[config.mk]
export PLATFORM = sky130hd
export DESIGN_NAME = reaction_ctrl
export DESIGN_NICKNAME = d
export VERILOG_FILES = /design/src/rtl/reaction_ctrl_pkg.sv /design/src/rtl/reaction_ctrl_ms_tick_gen.sv /design/src/rtl/reaction_ctrl.sv
export SDC_FILE = /design/constraint.sdc
export NUM_CORES = 1
export LEC_CHECK = 0
export CORE_MARGIN = 4
export CORE_UTILIZATION = 63
export CTS_CLUSTER_SIZE = 28
export DETAILED_ROUTE_END_ITERATION = 7
export PLACE_DENSITY = 0.85
export SYNTH_ARGS = -nofsm -noshare
export SYNTH_HDL_FRONTEND = slang
export SYNTH_SLANG_ARGS = --single-unit
[constraint.sdc]
create_clock -name clk -period 3.7 [get_ports clk]
set_clock_uncertainty 0.05 [all_clocks]
set_input_delay 0.74 -clock clk [delete_from_list [all_inputs] [get_ports clk]]
set_output_delay 0.74 -clock clk [all_outputs]
set_load 0.02 [all_outputs]
[src/rtl/reaction_ctrl_pkg.sv]
// Shared constants for the reaction-time tester: display state codes and LFSR setup.
package reaction_ctrl_pkg;

  // Display state codes; these must match the LED matrix driver's decode.
  localparam logic [2:0] S0 = 3'b000;  // idle
  localparam logic [2:0] S1 = 3'b001;  // random wait
  localparam logic [2:0] S2 = 3'b010;  // fail
  localparam logic [2:0] S3 = 3'b011;  // go, waiting for reaction
  localparam logic [2:0] S4 = 3'b111;  // success

  typedef enum logic [2:0] {
    StIdle = S0,
    StWait = S1,
    StFail = S2,
    StGo   = S3,
    StDone = S4
  } state_e;

  // 16-bit Galois LFSR, x^16 + x^14 + x^13 + x^11 + 1, right-shifting form.
  localparam logic [15:0] LFSR_SEED = 16'hACE1;
  localparam logic [15:0] LFSR_TAPS = 16'hB400;

  // Non-zero seed keeps the sequence out of the all-zero lock-up state.
  function automatic logic [15:0] lfsr_next(input logic [15:0] v);
    return {1'b0, v[15:1]} ^ (v[0] ? LFSR_TAPS : 16'h0000);
  endfunction

endpackage

[src/rtl/reaction_ctrl_ms_tick_gen.sv]
// Millisecond tick generator: prescales clk down to 1 ms ticks and counts them.
module ms_tick_gen #(
  parameter int unsigned TICK_DIV = 50000,
  parameter int unsigned TIME_W   = 12
) (
  input  logic              clk,
  input  logic              rst,
  input  logic              clr,
  output logic              tick,
  output logic [TIME_W-1:0] ms_cnt
);

  localparam int unsigned   CntW     = (TICK_DIV > 1) ? $clog2(TICK_DIV) : 1;
  localparam logic [CntW-1:0] TickLast = CntW'(TICK_DIV - 1);

  logic [CntW-1:0]   tick_cnt_q;
  logic [TIME_W-1:0] ms_cnt_q;

  assign tick   = (tick_cnt_q == TickLast);
  assign ms_cnt = ms_cnt_q;

  // Prescaler and ms counter; clr restarts timing from zero on each state change.
  always_ff @(posedge clk) begin
    if (rst || clr) begin
      tick_cnt_q <= '0;
      ms_cnt_q   <= '0;
    end else begin
      if (tick) begin
        tick_cnt_q <= '0;
        ms_cnt_q   <= ms_cnt_q + TIME_W'(1);
      end else begin
        tick_cnt_q <= tick_cnt_q + CntW'(1);
      end
    end
  end

endmodule

[src/rtl/reaction_ctrl.sv]
// Reaction-time game controller: random wait, reaction timing, false start,
// timeout and best-time tracking. Drives the LED driver's state code.
module reaction_ctrl
  import reaction_ctrl_pkg::*;
#(
  parameter int unsigned TICK_DIV     = 50000,
  parameter int unsigned MIN_DELAY_MS = 1000,
  parameter int unsigned RAND_BITS    = 11,
  parameter int unsigned TIMEOUT_MS   = 1000,
  parameter int unsigned HOLD_MS      = 3000,
  parameter int unsigned TIME_W       = 12
) (
  input  logic              clk,
  input  logic              rst,
  input  logic              start_btn,
  input  logic              react_btn,
  output logic [2:0]        state,
  output logic [TIME_W-1:0] react_ms,
  output logic              result_valid,
  output logic [TIME_W-1:0] best_ms,
  output logic              false_start
);

  localparam logic [TIME_W-1:0] TimeoutLast = TIME_W'(TIMEOUT_MS - 1);
  localparam logic [TIME_W-1:0] HoldLast    = TIME_W'(HOLD_MS - 1);
  localparam logic [TIME_W-1:0] MinDelay    = TIME_W'(MIN_DELAY_MS);

  state_e            state_q, state_d;
  logic [15:0]       lfsr_q;
  logic [TIME_W-1:0] delay_q;
  logic [TIME_W-1:0] react_ms_q;
  logic [TIME_W-1:0] best_ms_q;
  logic              result_valid_q;
  logic              false_start_q;

  logic              tick;
  logic [TIME_W-1:0] ms_cnt;
  logic              clr;
  logic              early_press;
  logic              hit;

  ms_tick_gen #(
    .TICK_DIV (TICK_DIV),
    .TIME_W   (TIME_W)
  ) u_tick_gen (
    .clk    (clk),
    .rst    (rst),
    .clr    (clr),
    .tick   (tick),
    .ms_cnt (ms_cnt)
  );

  // Next-state decode; earlier rules in each state take priority.
  always_comb begin
    state_d     = state_q;
    early_press = 1'b0;
    hit         = 1'b0;
    case (state_q)
      StIdle: begin
        if (start_btn) state_d = StWait;
      end
      StWait: begin
        if (react_btn) begin
          state_d     = StFail;
          early_press = 1'b1;
        end else if (tick && (ms_cnt == delay_q - TIME_W'(1))) begin
          state_d = StGo;
        end
      end
      StGo: begin
        if (react_btn) begin
          state_d = StDone;
          hit     = 1'b1;
        end else if (tick && (ms_cnt == TimeoutLast)) begin
          state_d = StFail;
        end
      end
      StFail, StDone: begin
        if (start_btn) begin
          state_d = StWait;
        end else if (tick && (ms_cnt == HoldLast)) begin
          state_d = StIdle;
        end
      end
      default: state_d = StIdle;
    endcase
  end

  // Every state change restarts the ms timebase.
  assign clr = (state_d != state_q);

  // FSM state, LFSR, wait latch and result registers.
  always_ff @(posedge clk) begin
    if (rst) begin
      state_q        <= StIdle;
      lfsr_q         <= LFSR_SEED;
      delay_q        <= '0;
      react_ms_q     <= '0;
      best_ms_q      <= '1;
      result_valid_q <= 1'b0;
      false_start_q  <= 1'b0;
    end else begin
      state_q        <= state_d;
      lfsr_q         <= lfsr_next(lfsr_q);
      result_valid_q <= hit;
      false_start_q  <= early_press;
      if (state_d == StWait && state_q != StWait) begin
        delay_q <= MinDelay + TIME_W'(lfsr_q[RAND_BITS-1:0]);
      end
      // ms_cnt here is the pre-increment value even if a tick lands this cycle.
      if (hit) begin
        react_ms_q <= ms_cnt;
        if (ms_cnt < best_ms_q) best_ms_q <= ms_cnt;
      end
    end
  end

  assign state        = state_q;
  assign react_ms     = react_ms_q;
  assign best_ms      = best_ms_q;
  assign result_valid = result_valid_q;
  assign false_start  = false_start_q;

endmodule

==> metrics.txt, run 1 <==
synth unique cells 60; CP endpoint kind flip-flop; Synth Flop Type dfxtp_1; max-slew violation count 0; Die Ht 91.9 um; cell count after synthesis 497; Worst Hold End lfsr_q[11]; Crit Reg-Reg Startpoint u_tick_gen.tick_cnt_q[7]; EDFF count, synth 0; n_diodes 0; Seq. cell area 0.00170 sq mm; largest family of logic cells by synthesized area simple AND/OR/NAND/NOR gates; Mapped Area 0.00443 sq mm; CP Max Fanout 18; NumNets Final 534; Cell Pwr Density 353 mW/mm^2; Critical Path Start Type input pin; Initial Util 0.649; Fin. Hold Viols 0; Met3 Wirelength 354 um; worst skew pair latency 0.36 ns; total track usage 0.234; Async SR Flop Fraction 0; P&R area growth vs syn 10.6%; RR Endpoint u_tick_gen.ms_cnt[7]; mean routed wirelength per cell 14.9 um; root buffer cell clkbuf_8; sequential share of the synthesized area 0.384; Row Count 30; Critical Path AT 3.03 ns; number of routed nets with antenna violations 0; first-pass GRT wire length 16200 um; Post-Route WL 9200 um; Reg2Reg Depth 7; Final Cycle Share 0.761; # clock sinks 85; CTS tree yes; antenna violations before repair 0; Die ar. 0.00844 sq mm; Critical Path RT 3.92 ns; flop2flop setup slack 0.95 ns; share of Yosys cell area claimed by the top area cell type 0.384; Mean Syn Cell Area 8.92 sq um; Port-buffer cells 32; dominant cells by area after synthesis dfxtp_1 38%, xnor2_1 5.7%, nand2_1 5.0%, ha_1 4.2%, nor2_1 4.0%; Peak VDD IR 0.331 mV; Via density 5.71; Leak 1.77 nW; post-CTS setup buffers 0; Pre-Repair DR Iteration Count 4; maximum buffer depth of the clock tree 2; CP Class input pin to flip-flop; grt ovf 0; Via Count 3520; outcome finished clean; IO Pins 33; mux share of post-synthesis cell area 0.0271; area of the multi-input gates 0.00247 sq mm; final period demand of the worst path 2.82 ns; # DRC 0; # fillers 537; min-delay src lfsr_q[12]; post-synthesis compound-gate area fraction 0.0917; Resize count post-CTS 0; MaxCap Viol Count 0; overall power 0.00173 W; Peak Freq 0.355 GHz; Iteration-0 DRC Markers 261; Synthesis Warnings 0; vias in the first global route 3550; worst rel slew slack 0.486; Simple-Gate Fraction of Synth Area 0.302; hold path depth 1; top layer in use met4; RePlAce Congestion 0.905; layout cells sized above 1 0.125; Synth Net Count 516; endpoints failing setup 0; Hold Path Class flip-flop to flip-flop; CTS buffer count 9; Die W 91.9 um; number of synthesized register bits 85; WL met1 3880 um; Synth Area in XOR/XNOR 0.0909; dominant cell type by area after synthesis dfxtp_1; Synth Area in Adders 0.0449; met2 wire length 4780 um; largest net degree at the start of global routing 71; worst-margin pin slew 0.768 ns; CORE AREA 0.00683 sq mm; H-tree lvl count 3; HPWL Detailed 6560 um; Setup TNS Final 0 ns; RSZ-0062 raised after global routing no; Clk pin slew, worst setup/hold paths 0.08 ns; cts hold-fix bufs 0
==> cell usage after synthesis (8+ instances only) <==
library cell   n
ha_1          15
nor3_2         9
nor3_1        10
xor2_1        17
a21oi_1       25
nor2b_1       12
nor4_1         8
nand3_1       14
or2_2          8
mux2i_1       12
xnor2_1       29
nor2_1        47
clkbuf_1      19
nor4_2        13
nand2_1       59
dfxtp_1       85
inv_1         18
==> routing by layer <==
metal,vias up,track usage
li1,1759,-
met3,17,0.0574
met5,-,0
met1,1680,0.272
met4,0,0.0879
met2,64,0.414
==> sequential cells by signal, indices dropped and copies added, names as in the netlist <==
register / count
lfsr_q: 16
u_tick_gen.tick_cnt_q: 16
best_ms: 12
delay_q: 12
react_ms: 12
u_tick_gen.ms_cnt: 12
state: 3
false_start: 1
result_valid: 1
==> power by group <==
group          leakage, nW  internal (W)  switching, W
Combinational        0.994     0.0000714     0.0000960
Sequential           0.692      0.000941     0.0000317
Clock               0.0815      0.000262      0.000330
Total                 1.77       0.00127      0.000457
==> final cells by class <==
class	count	area share
repair buffers	39	0.0750
clock inverters	5	0.00740
well taps	96	0.0245
clock buffers	11	0.0288
multi-input cells	362	0.503
flip-flops and latches	85	0.347
inverters	18	0.0138
==> placed cells by master, fill, tap and decap left out, types with 10 or more instances in the layout <==
cell type        count
ha_1                15
clkbuf_8            10
nor3_1              10
mux2i_1             12
a21oi_1             25
xor2_1              17
inv_1               18
nor2_1              47
clkdlybuf4s50_1     31
xnor2_1             29
nand3_1             14
nand2_1             59
dfxtp_1             85
nor2b_1             12
nor4_2              13
==> per-stage QoR <==
stage | instances | hold WS (ns) | setup WS, ns | area [sq um] | util
after global placement | 600 | 0.353 | 0.605 | 4730 | 0.692
after floorplan | 497 | 0.339 | 1.31 | 4430 | -
after global routing | 616 | 0.381 | 0.738 | 4900 | 0.718
after CTS | 616 | 0.370 | 0.890 | 4900 | 0.718
after detailed placement | 600 | 0.346 | 0.493 | 4730 | 0.692
final | 616 | 0.366 | 0.884 | 4900 | 0.718
==> worst max path at each step <==
stage	slack [ns]	cells after the start	startpoint	endpoint
after global placement	0.61	7	react_btn	u_tick_gen.ms_cnt[7]
after CTS	0.89	7	react_btn	u_tick_gen.ms_cnt[7]
after detailed placement	0.49	7	react_btn	u_tick_gen.ms_cnt[7]
after floorplan	1.31	8	u_tick_gen.tick_cnt_q[7]	u_tick_gen.tick_cnt_q[15]
final	0.88	7	react_btn	u_tick_gen.ms_cnt[7]
after global routing	0.74	7	react_btn	u_tick_gen.ms_cnt[7]
==> kinds of logic after synthesis <==
group | count (synthesis)
simple gates | 227
flops | 85
compound gates | 61
buf+inv | 50
xor+xnor | 46
fa+ha+maj | 16
mux | 12
==> critical path: stages <==
cell and delay (ns):
clkdlybuf4s50_1 0.47, nand2_1 0.16, or3b_2 0.47, a311oi_2 0.32, nand3_4 0.29, buf_4 0.29, nor4_1 0.29
No activity file was read; power rests on OpenSTA's default activity.
==> run 2, diff against run 1 <==
--- a/config.mk
+++ b/config.mk
@@ -6,10 +6,10 @@
 export NUM_CORES = 1
 export LEC_CHECK = 0
 export CORE_MARGIN = 4
-export CORE_UTILIZATION = 63
+export CORE_UTILIZATION = 53
 export CTS_CLUSTER_SIZE = 28
 export DETAILED_ROUTE_END_ITERATION = 7
-export PLACE_DENSITY = 0.85
+export PLACE_DENSITY = 0.76
 export SYNTH_ARGS = -nofsm -noshare
 export SYNTH_HDL_FRONTEND = slang
 export SYNTH_SLANG_ARGS = --single-unit
==> constraint.sdc (replaced) <==
create_clock -name clk -period 2.4 [get_ports clk]
set_clock_uncertainty 0.05 [all_clocks]
set_input_delay 0.48 -clock clk [delete_from_list [all_inputs] [get_ports clk]]
set_output_delay 0.48 -clock clk [all_outputs]
set_load 0.02 [all_outputs]
==> metrics.txt, run 2 (synthesis gave the netlist of run 1 again) <==
CP endpoint kind flip-flop; NumNets Final 583 (+9.2%); Int Pwr 0.00223 W (+75%); Die W 99.5 um (+8.2%); Die Ht 99.5 um (+8.2%); layout cells sized above 1 0.216 (+0.0912); Critical Path RT 2.60 ns (-1.32 ns); most frequent cells in the layout 81 x dfxtp_1, 59 x nand2_1, 49 x buf_4; Port-buffer cells 32 (unchanged); clock share of power 0.388 (+0.046); CP Max Fanout 9 (-9); final period demand of the worst path 2.48 ns; largest net degree at the start of global routing 71 (unchanged); Die ar. 0.00989 sq mm (+17%); MaxCap Viol Count 0 (unchanged); Reg2Reg Depth 8 (+1); antenna violations before repair 0 (unchanged); violated checks negative setup slack; maximum buffer depth of the clock tree 2 (unchanged); worst skew pair latency 0.36 ns (about the same); number of routed nets with antenna violations 0 (unchanged); P&R area growth vs syn 23.4%; Crit Reg-Reg Startpoint u_tick_gen.tick_cnt_q[12]; CTS buffer count 9 (unchanged); flop2flop setup slack -0.08 ns (-1.03 ns); cts hold-fix bufs 0 (unchanged); switching part of the total 0.253 (-0.0107); # DRC 0 (unchanged); final worst-path setup slack -0.0831 ns (-0.967 ns); mean routed wirelength per cell 15.9 um (+6.8%); Row Count 33 (+10%); vias in the first global route 3682 (+3.7%); Hold Path Class flip-flop to flip-flop; endpoints failing setup 29 (+29); Cell Count, Final, Fillers Out 674 (+9.4%); CORE AREA 0.00818 sq mm (+20%); max-slew violation count 0 (unchanged); CP Class flip-flop to flip-flop; Critical Path Start Type flip-flop; NetSw 0.000758 W (+66%); grt ovf 0 (unchanged); total track usage 0.223 (-0.0113); Via density 5.52 (-3.4%); Seq pwr share 0.499 (-0.063); dpl cells 647 (+7.8%); combinational share of power 0.112 (+0.015); most common cell after layout, fill and taps aside dfxtp_1; first-pass GRT wire length 17700 um (+8.9%); Iteration-0 DRC Markers 157 (-40%); Peak Freq 0.403 GHz; RePlAce Congestion 0.864 (-4.6%); CTS tree yes; crit path launch u_tick_gen.tick_cnt_q[12]; outcome complete, but fails checks; HPWL Detailed 7480 um (+14%); IO Pins 33 (unchanged); worst rel slew slack 0.552 (+0.0662); Final Cycle Share 1.03; n_diodes 0 (unchanged); Fin. Hold Viols 0 (unchanged); root buffer cell clkbuf_8; final instance area 0.00547 sq mm (+12%); Leak 2.11 nW (+19%); Peak VDD IR 0.364 mV (+9.9%); placed inst area 0.00506 sq mm (+7.1%); Via Count 3722 (+5.7%); Critical Path AT 2.68 ns (-0.35 ns); RSZ-0062 raised after global routing yes; Regs by FF count lfsr_q: 16 flops, u_tick_gen.tick_cnt_q: 16 flops; Cell Pwr Density 547 mW/mm^2 (+55%); Pre-Repair DR Iteration Count 4 (unchanged); # clock sinks 85 (unchanged); Clk pin slew, worst setup/hold paths 0.09 ns (about the same); pre-CTS setup slack -0.275 ns (-0.768 ns); Initial Util 0.542 (-0.107); Post-Route WL 10700 um (+17%); critical path endpoint u_tick_gen.ms_cnt[0]; H-tree lvl count 3 (unchanged); worst-margin pin slew 0.671 ns (-0.0964 ns); RR Endpoint u_tick_gen.ms_cnt[0]
-- run 2: changes by cell type in the layout (fill, tap and decap cells not counted), moves of 2 or more --
cell	previous run	this run
dfxtp_2	0	4
buf_4	7	49
inv_6	0	2
bufinv_16	0	2
dfxtp_1	85	81
clkinvlp_4	3	1
buf_12	0	5
-- run 2: layout make-up --
cell class | instances | area [sq um]
Tap cell | 105 | 131
Clock inverter | 6 | 93.8
Multi-Input combinational cell | 362 | 2510
Sequential cell | 85 | 1710
Inverter | 18 | 67.6
Fill cell | 651 | 2710
Timing Repair Buffer | 88 | 822
Clock buffer | 10 | 138
-- run 2: how the worst min path moves through the flow --
stage                 endpoint  startpoint  cells past startpoint  slack, ns
finish              lfsr_q[11]  lfsr_q[12]                      1       0.37
global route        lfsr_q[11]  lfsr_q[12]                      1       0.38
global placement    lfsr_q[11]  lfsr_q[12]                      1       0.34
floorplan           lfsr_q[11]  lfsr_q[12]                      1       0.34
CTS                 lfsr_q[11]  lfsr_q[12]                      1       0.37
detailed placement  lfsr_q[11]  lfsr_q[12]                      1       0.35
-- run 2: stage by stage --
stage | setup TNS, ns | util | hold WS (ns) | power (W)
after detailed placement | -6.30 | 0.619 | 0.345 | 0.00183
after CTS | -1.22 | 0.663 | 0.368 | 0.00299
after global placement | -4.82 | 0.619 | 0.344 | 0.00182
final | -1.96 | 0.669 | 0.365 | 0.00299
after global routing | -4.53 | 0.669 | 0.384 | 0.00310
after floorplan | 0 | - | 0.339 | 0.00174
-- run 2: power by group through the flow --
stage               logic [W]  clock network [W]  registers, W
floorplan            0.000223                  0       0.00152
global placement     0.000292                  0       0.00152
detailed placement   0.000302                  0       0.00153
CTS                  0.000326            0.00117       0.00149
global route         0.000368            0.00123       0.00150
finish               0.000335            0.00116       0.00149
-- run 2: per-layer routing --
metal,global-route usage,up-vias,wire [um]
li1,-,1855,-
met1,0.273,1780,4670
met2,0.400,79,5500
met3,0.0309,8,484
met4,0.0735,0,91
met5,0,-,0
-- run 2: repair_timing --
action / in CTS / in global routing
pin swaps: 2 / 9
gates cloned: 2 / 0
setup endpoints to repair: 28 / 39
resized for setup: 8 / 9
setup buffers: 6 / 3
-- run 2: worst max-delay path, stage by stage (launching register included) --
cell	delay, ns
dfxtp_1	0.32
or4b_4	0.56
or4_4	0.59
nor3b_4	0.24
a311oi_2	0.15
nand3_4	0.16
buf_12	0.12
buf_12	0.13
nor4_1	0.06
